File: src/rtl/fractcam_upd_ctrl_if.sv
// fractcam_upd_ctrl_if: requester handshakes and core-side bus of the FRACTCAM front end
interface fractcam_upd_ctrl_if #(
  parameter int key_size = 40,
  parameter int SN = 4,
  parameter int BW = $clog2(SN)
);
  logic s_valid, s_ready, u_valid, u_ready;
  logic we, srch_issue, upd_done, busy;
  logic [key_size-1:0] s_key, u_rule, u_mask, key, wr_rule, wr_mask;
  logic [SN-1:0] sel;
  logic [BW-1:0] u_blk;
  modport master (
    output s_valid, s_key, u_valid, u_blk, u_rule, u_mask,
    input  s_ready, u_ready, key, sel, we, wr_rule, wr_mask, srch_issue, upd_done, busy
  );
  modport slave (
    input  s_valid, s_key, u_valid, u_blk, u_rule, u_mask,
    output s_ready, u_ready, key, sel, we, wr_rule, wr_mask, srch_issue, upd_done, busy
  );
endinterface

File: src/rtl/fractcam_upd_ctrl.sv
// fractcam_upd_ctrl: search/update arbiter and LUT-rewrite sequencer for the FRACTCAM core
module fractcam_upd_ctrl #(
  parameter int key_size = 40,
  parameter int SN = 4,
  parameter int LW = 5,
  parameter int SRCH_LAT = 3,
  parameter int BW = $clog2(SN)
) (
  input logic clk,
  input logic reset,
  fractcam_upd_ctrl_if.slave bus
);
  localparam logic [1:0] IDLE = 2'd0, DRAIN = 2'd1, WRITE = 2'd2;
  localparam logic [LW-1:0] CNT_MAX = '1;
  logic [1:0] state_q, state_d;
  logic pri_upd_q, pri_upd_d, we_q, we_d, issue_q, issue_d, done_q, done_d;
  logic [key_size-1:0] key_q, key_d, wr_rule_q, wr_rule_d, wr_mask_q, wr_mask_d;
  logic [SN-1:0] sel_q, sel_d, blk_sel;
  logic [BW-1:0] blk_q, blk_d;
  logic [LW-1:0] cnt_q, cnt_d, cnt_inc;
  logic [SRCH_LAT-1:0] infl_q, infl_d;
  logic s_ready, u_ready, s_acc, u_acc, drained;
  assign s_ready = reset && state_q == IDLE && !(bus.u_valid && pri_upd_q);
  assign u_ready = reset && state_q == IDLE && bus.u_valid && (pri_upd_q || !bus.s_valid);
  assign s_acc = bus.s_valid && s_ready;
  assign u_acc = bus.u_valid && u_ready;
  assign drained = infl_q == '0 && !issue_q;
  assign cnt_inc = cnt_q + LW'(1);
  assign blk_sel = 32'(blk_q) < SN ? SN'(1) << blk_q : '0;
  // next-state: searches issue from IDLE, updates drain then sweep every LUT address
  always_comb begin
    state_d = u_acc ? DRAIN : state_q;
    pri_upd_d = s_acc ? 1'b1 : u_acc ? 1'b0 : pri_upd_q;
    key_d = s_acc ? bus.s_key : key_q;
    wr_rule_d = u_acc ? bus.u_rule : wr_rule_q;
    wr_mask_d = u_acc ? bus.u_mask : wr_mask_q;
    blk_d = u_acc ? bus.u_blk : blk_q;
    sel_d = sel_q;
    we_d = we_q;
    cnt_d = cnt_q;
    issue_d = s_acc;
    done_d = 1'b0;
    infl_d = (infl_q << 1) | SRCH_LAT'(issue_q);
    if (state_q == DRAIN && drained) begin
      state_d = WRITE;
      cnt_d = '0;
      key_d = '0;
      we_d = 1'b1;
      sel_d = blk_sel;
    end
    if (state_q == WRITE) begin
      state_d = cnt_q == CNT_MAX ? IDLE : WRITE;
      we_d = cnt_q != CNT_MAX;
      sel_d = cnt_q == CNT_MAX ? '0 : sel_q;
      done_d = cnt_q == CNT_MAX;
      cnt_d = cnt_inc;
      key_d = cnt_q == CNT_MAX ? key_q : {(key_size/LW){cnt_inc}};
    end
  end
  // state and registered outputs; reset aborts any update in progress
  always_ff @(posedge clk or negedge reset) begin
    if (!reset) begin
      state_q <= IDLE;
      pri_upd_q <= 1'b0;
      key_q <= '0;
      wr_rule_q <= '0;
      wr_mask_q <= '0;
      blk_q <= '0;
      sel_q <= '0;
      we_q <= 1'b0;
      cnt_q <= '0;
      issue_q <= 1'b0;
      done_q <= 1'b0;
      infl_q <= '0;
    end else begin
      state_q <= state_d;
      pri_upd_q <= pri_upd_d;
      key_q <= key_d;
      wr_rule_q <= wr_rule_d;
      wr_mask_q <= wr_mask_d;
      blk_q <= blk_d;
      sel_q <= sel_d;
      we_q <= we_d;
      cnt_q <= cnt_d;
      issue_q <= issue_d;
      done_q <= done_d;
      infl_q <= infl_d;
    end
  end
  assign bus.s_ready = s_ready;
  assign bus.u_ready = u_ready;
  assign bus.key = key_q;
  assign bus.sel = sel_q;
  assign bus.we = we_q;
  assign bus.wr_rule = wr_rule_q;
  assign bus.wr_mask = wr_mask_q;
  assign bus.srch_issue = issue_q;
  assign bus.upd_done = done_q;
  assign bus.busy = state_q != IDLE || done_q;
endmodule

File: src/flat_wrapper.sv
// flat-port wrapper written by rule: the top's interface ports become plain ports
module fractcam_upd_ctrl_flat 
#(
  parameter int key_size = 40,
  parameter int SN = 4,
  parameter int LW = 5,
  parameter int SRCH_LAT = 3,
  parameter int BW = $clog2(SN)
)
  (clk, reset, bus_s_valid, bus_s_key, bus_u_valid, bus_u_blk, bus_u_rule, bus_u_mask, bus_s_ready, bus_u_ready, bus_key, bus_sel, bus_we, bus_wr_rule, bus_wr_mask, bus_srch_issue, bus_upd_done, bus_busy);
  fractcam_upd_ctrl_if #(.key_size(key_size), .SN(SN), .BW(BW)) bus_i ();
  input logic clk;
  input logic reset;
  input wire logic [$bits(bus_i.s_valid)-1:0] bus_s_valid;
  input wire logic [$bits(bus_i.s_key)-1:0] bus_s_key;
  input wire logic [$bits(bus_i.u_valid)-1:0] bus_u_valid;
  input wire logic [$bits(bus_i.u_blk)-1:0] bus_u_blk;
  input wire logic [$bits(bus_i.u_rule)-1:0] bus_u_rule;
  input wire logic [$bits(bus_i.u_mask)-1:0] bus_u_mask;
  output wire logic [$bits(bus_i.s_ready)-1:0] bus_s_ready;
  output wire logic [$bits(bus_i.u_ready)-1:0] bus_u_ready;
  output wire logic [$bits(bus_i.key)-1:0] bus_key;
  output wire logic [$bits(bus_i.sel)-1:0] bus_sel;
  output wire logic [$bits(bus_i.we)-1:0] bus_we;
  output wire logic [$bits(bus_i.wr_rule)-1:0] bus_wr_rule;
  output wire logic [$bits(bus_i.wr_mask)-1:0] bus_wr_mask;
  output wire logic [$bits(bus_i.srch_issue)-1:0] bus_srch_issue;
  output wire logic [$bits(bus_i.upd_done)-1:0] bus_upd_done;
  output wire logic [$bits(bus_i.busy)-1:0] bus_busy;
  assign bus_i.s_valid = bus_s_valid;
  assign bus_i.s_key = bus_s_key;
  assign bus_i.u_valid = bus_u_valid;
  assign bus_i.u_blk = bus_u_blk;
  assign bus_i.u_rule = bus_u_rule;
  assign bus_i.u_mask = bus_u_mask;
  assign bus_s_ready = bus_i.s_ready;
  assign bus_u_ready = bus_i.u_ready;
  assign bus_key = bus_i.key;
  assign bus_sel = bus_i.sel;
  assign bus_we = bus_i.we;
  assign bus_wr_rule = bus_i.wr_rule;
  assign bus_wr_mask = bus_i.wr_mask;
  assign bus_srch_issue = bus_i.srch_issue;
  assign bus_upd_done = bus_i.upd_done;
  assign bus_busy = bus_i.busy;
  fractcam_upd_ctrl #(.key_size(key_size), .SN(SN), .LW(LW), .SRCH_LAT(SRCH_LAT), .BW(BW)) u_core (.clk(clk), .reset(reset), .bus(bus_i));
endmodule
File: config.mk
export PLATFORM = sky130hd
export DESIGN_NAME = fractcam_upd_ctrl_flat
export DESIGN_NICKNAME = d
export VERILOG_FILES = /design/src/rtl/fractcam_upd_ctrl_if.sv /design/src/rtl/fractcam_upd_ctrl.sv /design/src/flat_wrapper.sv
export SDC_FILE = /design/constraint.sdc
export NUM_CORES = 1
export LEC_CHECK = 0
export ABC_AREA = 0
export BUFFER_PORTS_ARGS = -buffer_cell sky130_fd_sc_hd__buf_4
export CAP_MARGIN = 20
export CORE_ASPECT_RATIO = 1.4
export CORE_MARGIN = 2
export CORE_UTILIZATION = 50
export CTS_CLUSTER_SIZE = 28
export DETAILED_ROUTE_END_ITERATION = 8
export GPL_TIMING_DRIVEN = 0
export PLACE_DENSITY_LB_ADDON = 0.15
export SKIP_LAST_GASP = 1
export SLEW_MARGIN = 15
export SYNTH_ARGS = -nofsm -noshare
export SYNTH_HDL_FRONTEND = slang
export SYNTH_SLANG_ARGS = --single-unit
File: constraint.sdc
create_clock -name clk -period 3.65 [get_ports clk]
set_clock_uncertainty 0.2 [all_clocks]
set_input_delay 0.365 -clock clk [delete_from_list [all_inputs] [get_ports clk]]
set_output_delay 0.365 -clock clk [all_outputs]
set_load 0.05 [all_outputs]
; ---- Yosys cells after proc, flatten, opt, wreduce, memory -nomap -nowiden
; Index checks and enable logic that the tools add are counted.
[totals]
mem_bits_ro = 0
latchBits = 0
elab_cells = 62
mem_count = 0
input_bits = 126
ramBits = 0
regBits = 140
out_inout_bits = 130
[classes]
n_addsub = 1
div_mod_pow = 0
n_mul = 0
eq_ne = 6
n_mux = 18
bitwise = 1
magnitude_cmp = 0
reduce_logical = 23
shift = 1
[ops]
columns = operator, count
row1 = 40-bit two-way mux, 4
row2 = 4-bit two-way mux, 3
row3 = 5-bit two-way mux, 2
row4 = 1-bit logical AND, 9
row5 = 2-bit two-way mux, 4
row6 = 2-bit nonzero test, 3
row7 = 3-bit nonzero test, 2
row8 = "5-bit by 1-bit adder with 5-bit output, second input constant", 1
row9 = "5-bit == test, second input constant", 1
row10 = 1-bit two-way mux, 5
row11 = "5-bit inequality test, second input constant", 1
row12 = "2-bit inequality test, second input constant", 2
row13 = 2-bit AND reduction, 2
row14 = "1-bit by 2-bit left shift with 4-bit output, first input constant", 1
row15 = 1-bit logical NOT, 3
row16 = 3-bit logical NOT, 1
row17 = 3-bit by 1-bit OR with 3-bit output, 1
row18 = "2-bit by 1-bit == test with 1-bit output, second input constant", 1
row19 = "2-bit == test, second input constant", 1
row20 = 2-bit logical NOT, 1
row21 = 1-bit logical OR, 2

; ---- Longest topological paths before layout
[logic_depth]
ltp_word = 8
depth_mapped = 8
mapped_depth_nobuf = 7

; ---- Worst setup path after synthesis
; OpenSTA, ideal clock, no wires.
[synth_timing]
kind = reg-to-reg
startpoint = register u_core.cnt_q[0]
endpoint = register u_core.key_q[1], in the netlist u_core.bus.key[1]
arrival_ps = 1686
setup_time_ps = 80
period_less_slack_ps = 1966
required_time_ps = 3370
stages_incl_launch_ff = 9
path_buffers = 1
path_slack_ps = 1684
path_cell_list = dfrtp_1 -> ha_1 -> and3_1 -> ha_1 -> nand2_1 -> inv_2 -> a21oi_4 -> buf_6 -> a2bb2oi_1
[synth_between]
elab_chain_len = 3
word_cells_on_any_way = 6
classes_between = add/sub (1) / eq/ne (2) / mux (2) / reduce/logical (1)
[synth_lines]
columns = item, line
row1 = from (decl), fractcam_upd_ctrl.sv:20  ; logic [LW-1:0] cnt_q, cnt_d, cnt_inc;
row2 = from (signal assigned), fractcam_upd_ctrl.sv:84  ; cnt_q <= cnt_d;
row3 = 5-bit by 1-bit adder with 5-bit output or 5-bit == test (tied branches), "fractcam_upd_ctrl.sv:28, fractcam_upd_ctrl.sv:57"
row4 = 40-bit two-way mux or 2-bit inequality test (tied branches), n/a
row5 = 40-bit two-way mux or 2-bit AND reduction (tied branches), n/a
row6 = to (signal assigned), fractcam_upd_ctrl.sv:78  ; key_q <= key_d;
row7 = to (decl), fractcam_upd_ctrl.sv:17  ; logic [key_size-1:0] key_q, key_d, wr_rule_q, wr_rule_d, wr_mask_q, wr_mask_d;
; Parallel ways exist; a longest one is shown, timed or not. The select of a mux whose other input is x is not followed.
; A chain may end at the register's enable or synchronous reset.

; ---- Worst setup path in the final report
[layout_timing]
startpoint = input reset
endpoint = output bus_u_ready
[layout_between]
elab_chain_len = 3
[layout_lines]
columns = item, line
row1 = from (decl), flat_wrapper.sv:13  ; input logic reset;
row2 = 1-bit logical AND (3 in a row), fractcam_upd_ctrl.sv:24  ; assign u_ready = reset && state_q == IDLE && bus.u_valid && (pri_upd_q || !bus.s_valid);
row3 = to (decl), flat_wrapper.sv:21  ; output wire logic [$bits(bus_i.u_ready)-1:0] bus_u_ready;
; Every way passes these cells.

==> flow_summary_export.csv <==
group,metric,value,unit
synth,synth_most_common_cell,"dfrtp_1",
setup_path,r2r_setup_slack,1.36,ns
cells_and_area,antenna_cells,0,
grt,antenna_found_initial,0,
die,fp.dieArea,11900,sq um
pwr,peakVddDrop,0.908,mV
placement,dpl.hpwl,10700,um
setup_path,crit_type,"in2out",
timing,timing.fmax,296,MHz
cells_and_area,drive_gt1_frac,0.406,
job,maxCapViolations,0,
die,die_w,92.9,um
setup_path,reg2regPathDepth,5,
clock_tree,path_clk_slew,0.06,ns
grt,first_global_vias,5167,
die,die_y,128,um
grt,grt_overflow_total,0,
routing,ant_nets,0,
grt,grt_max_degree,109,
synth,synth_common_cells,"140 x dfrtp_1, 82 x mux2_1, 41 x o21ai_0",
die,rows,45,
synth,synth_top_area_frac,0.633,
min_path,hold_class,"in2reg",
run_status,outcome,"finished, final reports clean",
clock_tree,clock-root-buffer,"clkbuf_16",
pwr,power_density,1130,nW/um^2
setup_path,cp.required,3.08,ns
timing,setup_violations,0,
clock_tree,clock_latency,0.41,ns
routing,vias_per_cell,5.30,
routing,dr.first_iter.drc_count,208,
die,initial_core_util,0.512,
timing,rsz0062_at_grt,"false",
setup_path,endpoint,"bus_u_ready",
cells_and_area,syn_to_final_growth,65.3,%
pwr,leakagePower,0.00442,uW
setup_path,r2r-end,"u_core.bus.key[12]",
synth,synth_cell_types,32,
setup_path,startpoint,"reset",
routing,wl_per_cell,19.3,um
die,io_pins,256,
setup_path,worstPathArrival,2.82,ns
clock_tree,cts.sinks,140,
clock_tree,cts-buffers-inserted,17,
synth,synth_area,5540,sq um
grt,track_usage,0.297,
timing,final_max_slew_viol_count,0,
synth,synth_seq_cells,140,
cells_and_area,nets,873,
timing,min_period,3.38,ns
timing,whs,0.00880,ns
clock_tree,clock_path_buffers,2,
timing,worst_slew_pin_slew,0.818,ns
timing,tns,0,ns
setup_path,start_kind,"primary input",
placement,port_buffers,255,
timing,finalHoldViolations,0,
synth,synth-async-reset-ratio,1.00,
grt,grt_pass1_wl,27000,um
routing,drc,0,
synth,synth-edff-count,0,
synth,syn_area_per_cell,14.3,sq um
routing,firstDrtPassIters,5,
die,fp.coreArea,10800,sq um
routing,drt_wl_total,17400,um
timing,fin_crit_sh,0.926,
synth,synth_warnings,0,
synth,synthTopCellsByArea,"dfrtp_1 63%, mux2_1 17%, a2bb2oi_1 6.0%, o21ai_0 3.7%, buf_6 2.0%",
min_path,holdPathStages,2,
clock_tree,cts_tree,"built",
synth,synth-main-ff-cell,"dfrtp_1",
setup_path,crit_fanout,108,
clock_tree,cts_max_level,4,
placement,place.gp.congestion,0.793,
timing,slew_headroom,0.451,
setup_path,endpoint_kind,"primary output",
setup_path,rr_startpoint,"u_core.cnt_q[0]",
routing,vias,4766,
cells_and_area,nFillCells,561,
synth,ys_seq_area_frac,0.633,
synth,syn_inst,388,
synth,synth_top_area_cell,"dfrtp_1",
synth,synth_fp_nets,516,
[power breakdown]
part           switching (uW)  internal [uW]
combinational            3760           1880
sequential                485           2310
clock                     647           1290
[critical path: stages]
cell           delay [ns]
dlygate4sd3_1        0.56
buf_8                0.27
buf_16               0.42
nor3b_4              0.34
nand2_1              0.10
a21oi_2              0.17
buf_2                0.28
buf_4                0.24
[placed cells by master, fill, tap and decap left out, types with 4 or more instances in the layout]
| cell | count |
|---|---|
| buf_6 | 10 |
| mux2_1 | 82 |
| a2bb2oi_1 | 38 |
| dfrtp_1 | 140 |
| dlygate4sd3_1 | 82 |
| buf_4 | 255 |
| nand3_1 | 7 |
| clkbuf_1 | 11 |
| o21ai_0 | 41 |
| o21ai_1 | 13 |
| clkbuf_8 | 4 |
| nand2_1 | 12 |
| clkbuf_16 | 17 |
| bufinv_16 | 5 |
[area by class of cell]
class / instances / area [sq um] / area share
inverter: 4 / 15.0 / 0.00164
tap: 141 / 176 / 0.0193
timing repair buffer: 338 / 2770 / 0.303
buffer: 23 / 168 / 0.0183
sequential: 140 / 3500 / 0.383
multi-input combinational: 221 / 1850 / 0.202
clock buffer: 22 / 484 / 0.0529
clock inverter: 10 / 185 / 0.0202
[how the worst min path moves through the flow]
stage / startpoint / endpoint / slack, ns
after global placement: u_core.infl_q[1] / u_core.infl_q[2] / 0.18
after floorplan: reset / u_core.blk_q[0] / -0.13
after CTS: bus_u_rule[29] / u_core.bus.wr_rule[29] / 0.004
final: bus_u_rule[29] / u_core.bus.wr_rule[29] / 0.009
after detailed placement: reset / u_core.bus.wr_mask[8] / 0.05
after global routing: bus_u_rule[34] / u_core.bus.wr_rule[34] / 0.01
[routing by layer]
| metal | routed length [um] | global-route usage |
|---|---|---|
| met4 | 675 | 0.128 |
| met2 | 9390 | 0.538 |
| met5 | 0 | 0 |
| met3 | 1190 | 0.0872 |
| met1 | 6110 | 0.322 |
[cell families after synthesis]
family,after synthesis,synth area share
AO/OA/AOI/OAI,103,0.128
adder cells (fa/ha/maj),2,0.00452
XOR/XNOR,2,0.00317
buffers and inverters,27,0.0330
AND/OR/NAND/NOR,32,0.0316
multiplexers,82,0.167
flip-flops,140,0.633
[what timing repair did]
action | 4_1_cts | 5_1_grt
endpoints found under the hold margin | 114 | 0
buffers inserted | 0 | 0
gates resized for setup | 0 | 0
hold buffers | 82 | 0
[per-stage QoR]
step | power [uW] | util | std cells | setup WS (ns) | cell area, sq um
floorplan | 6500 | - | 388 | 1.68 | 5540
global placement | 8110 | 0.705 | 784 | 0.196 | 7630
detailed placement | 8260 | 0.709 | 785 | 0.802 | 7660
finish | 10400 | 0.847 | 899 | 0.270 | 9150
CTS | 10300 | 0.847 | 899 | 0.226 | 9150
global route | 10800 | 0.847 | 899 | 0.0133 | 9150
[registers in the layout, indices dropped and copies added, names as in the netlist]
register and count:
u_core.infl_q 3, u_core.blk_q 2, u_core.bus.key 40, u_core.bus.srch_issue 1
u_core.bus.wr_rule 40, u_core.bus.wr_mask 40, u_core.state_q 2, u_core.bus.we 1
u_core.bus.sel 4, u_core.pri_upd_q 1, u_core.bus.upd_done 1, u_core.cnt_q 5
Power figures use the tool's default switching activity.
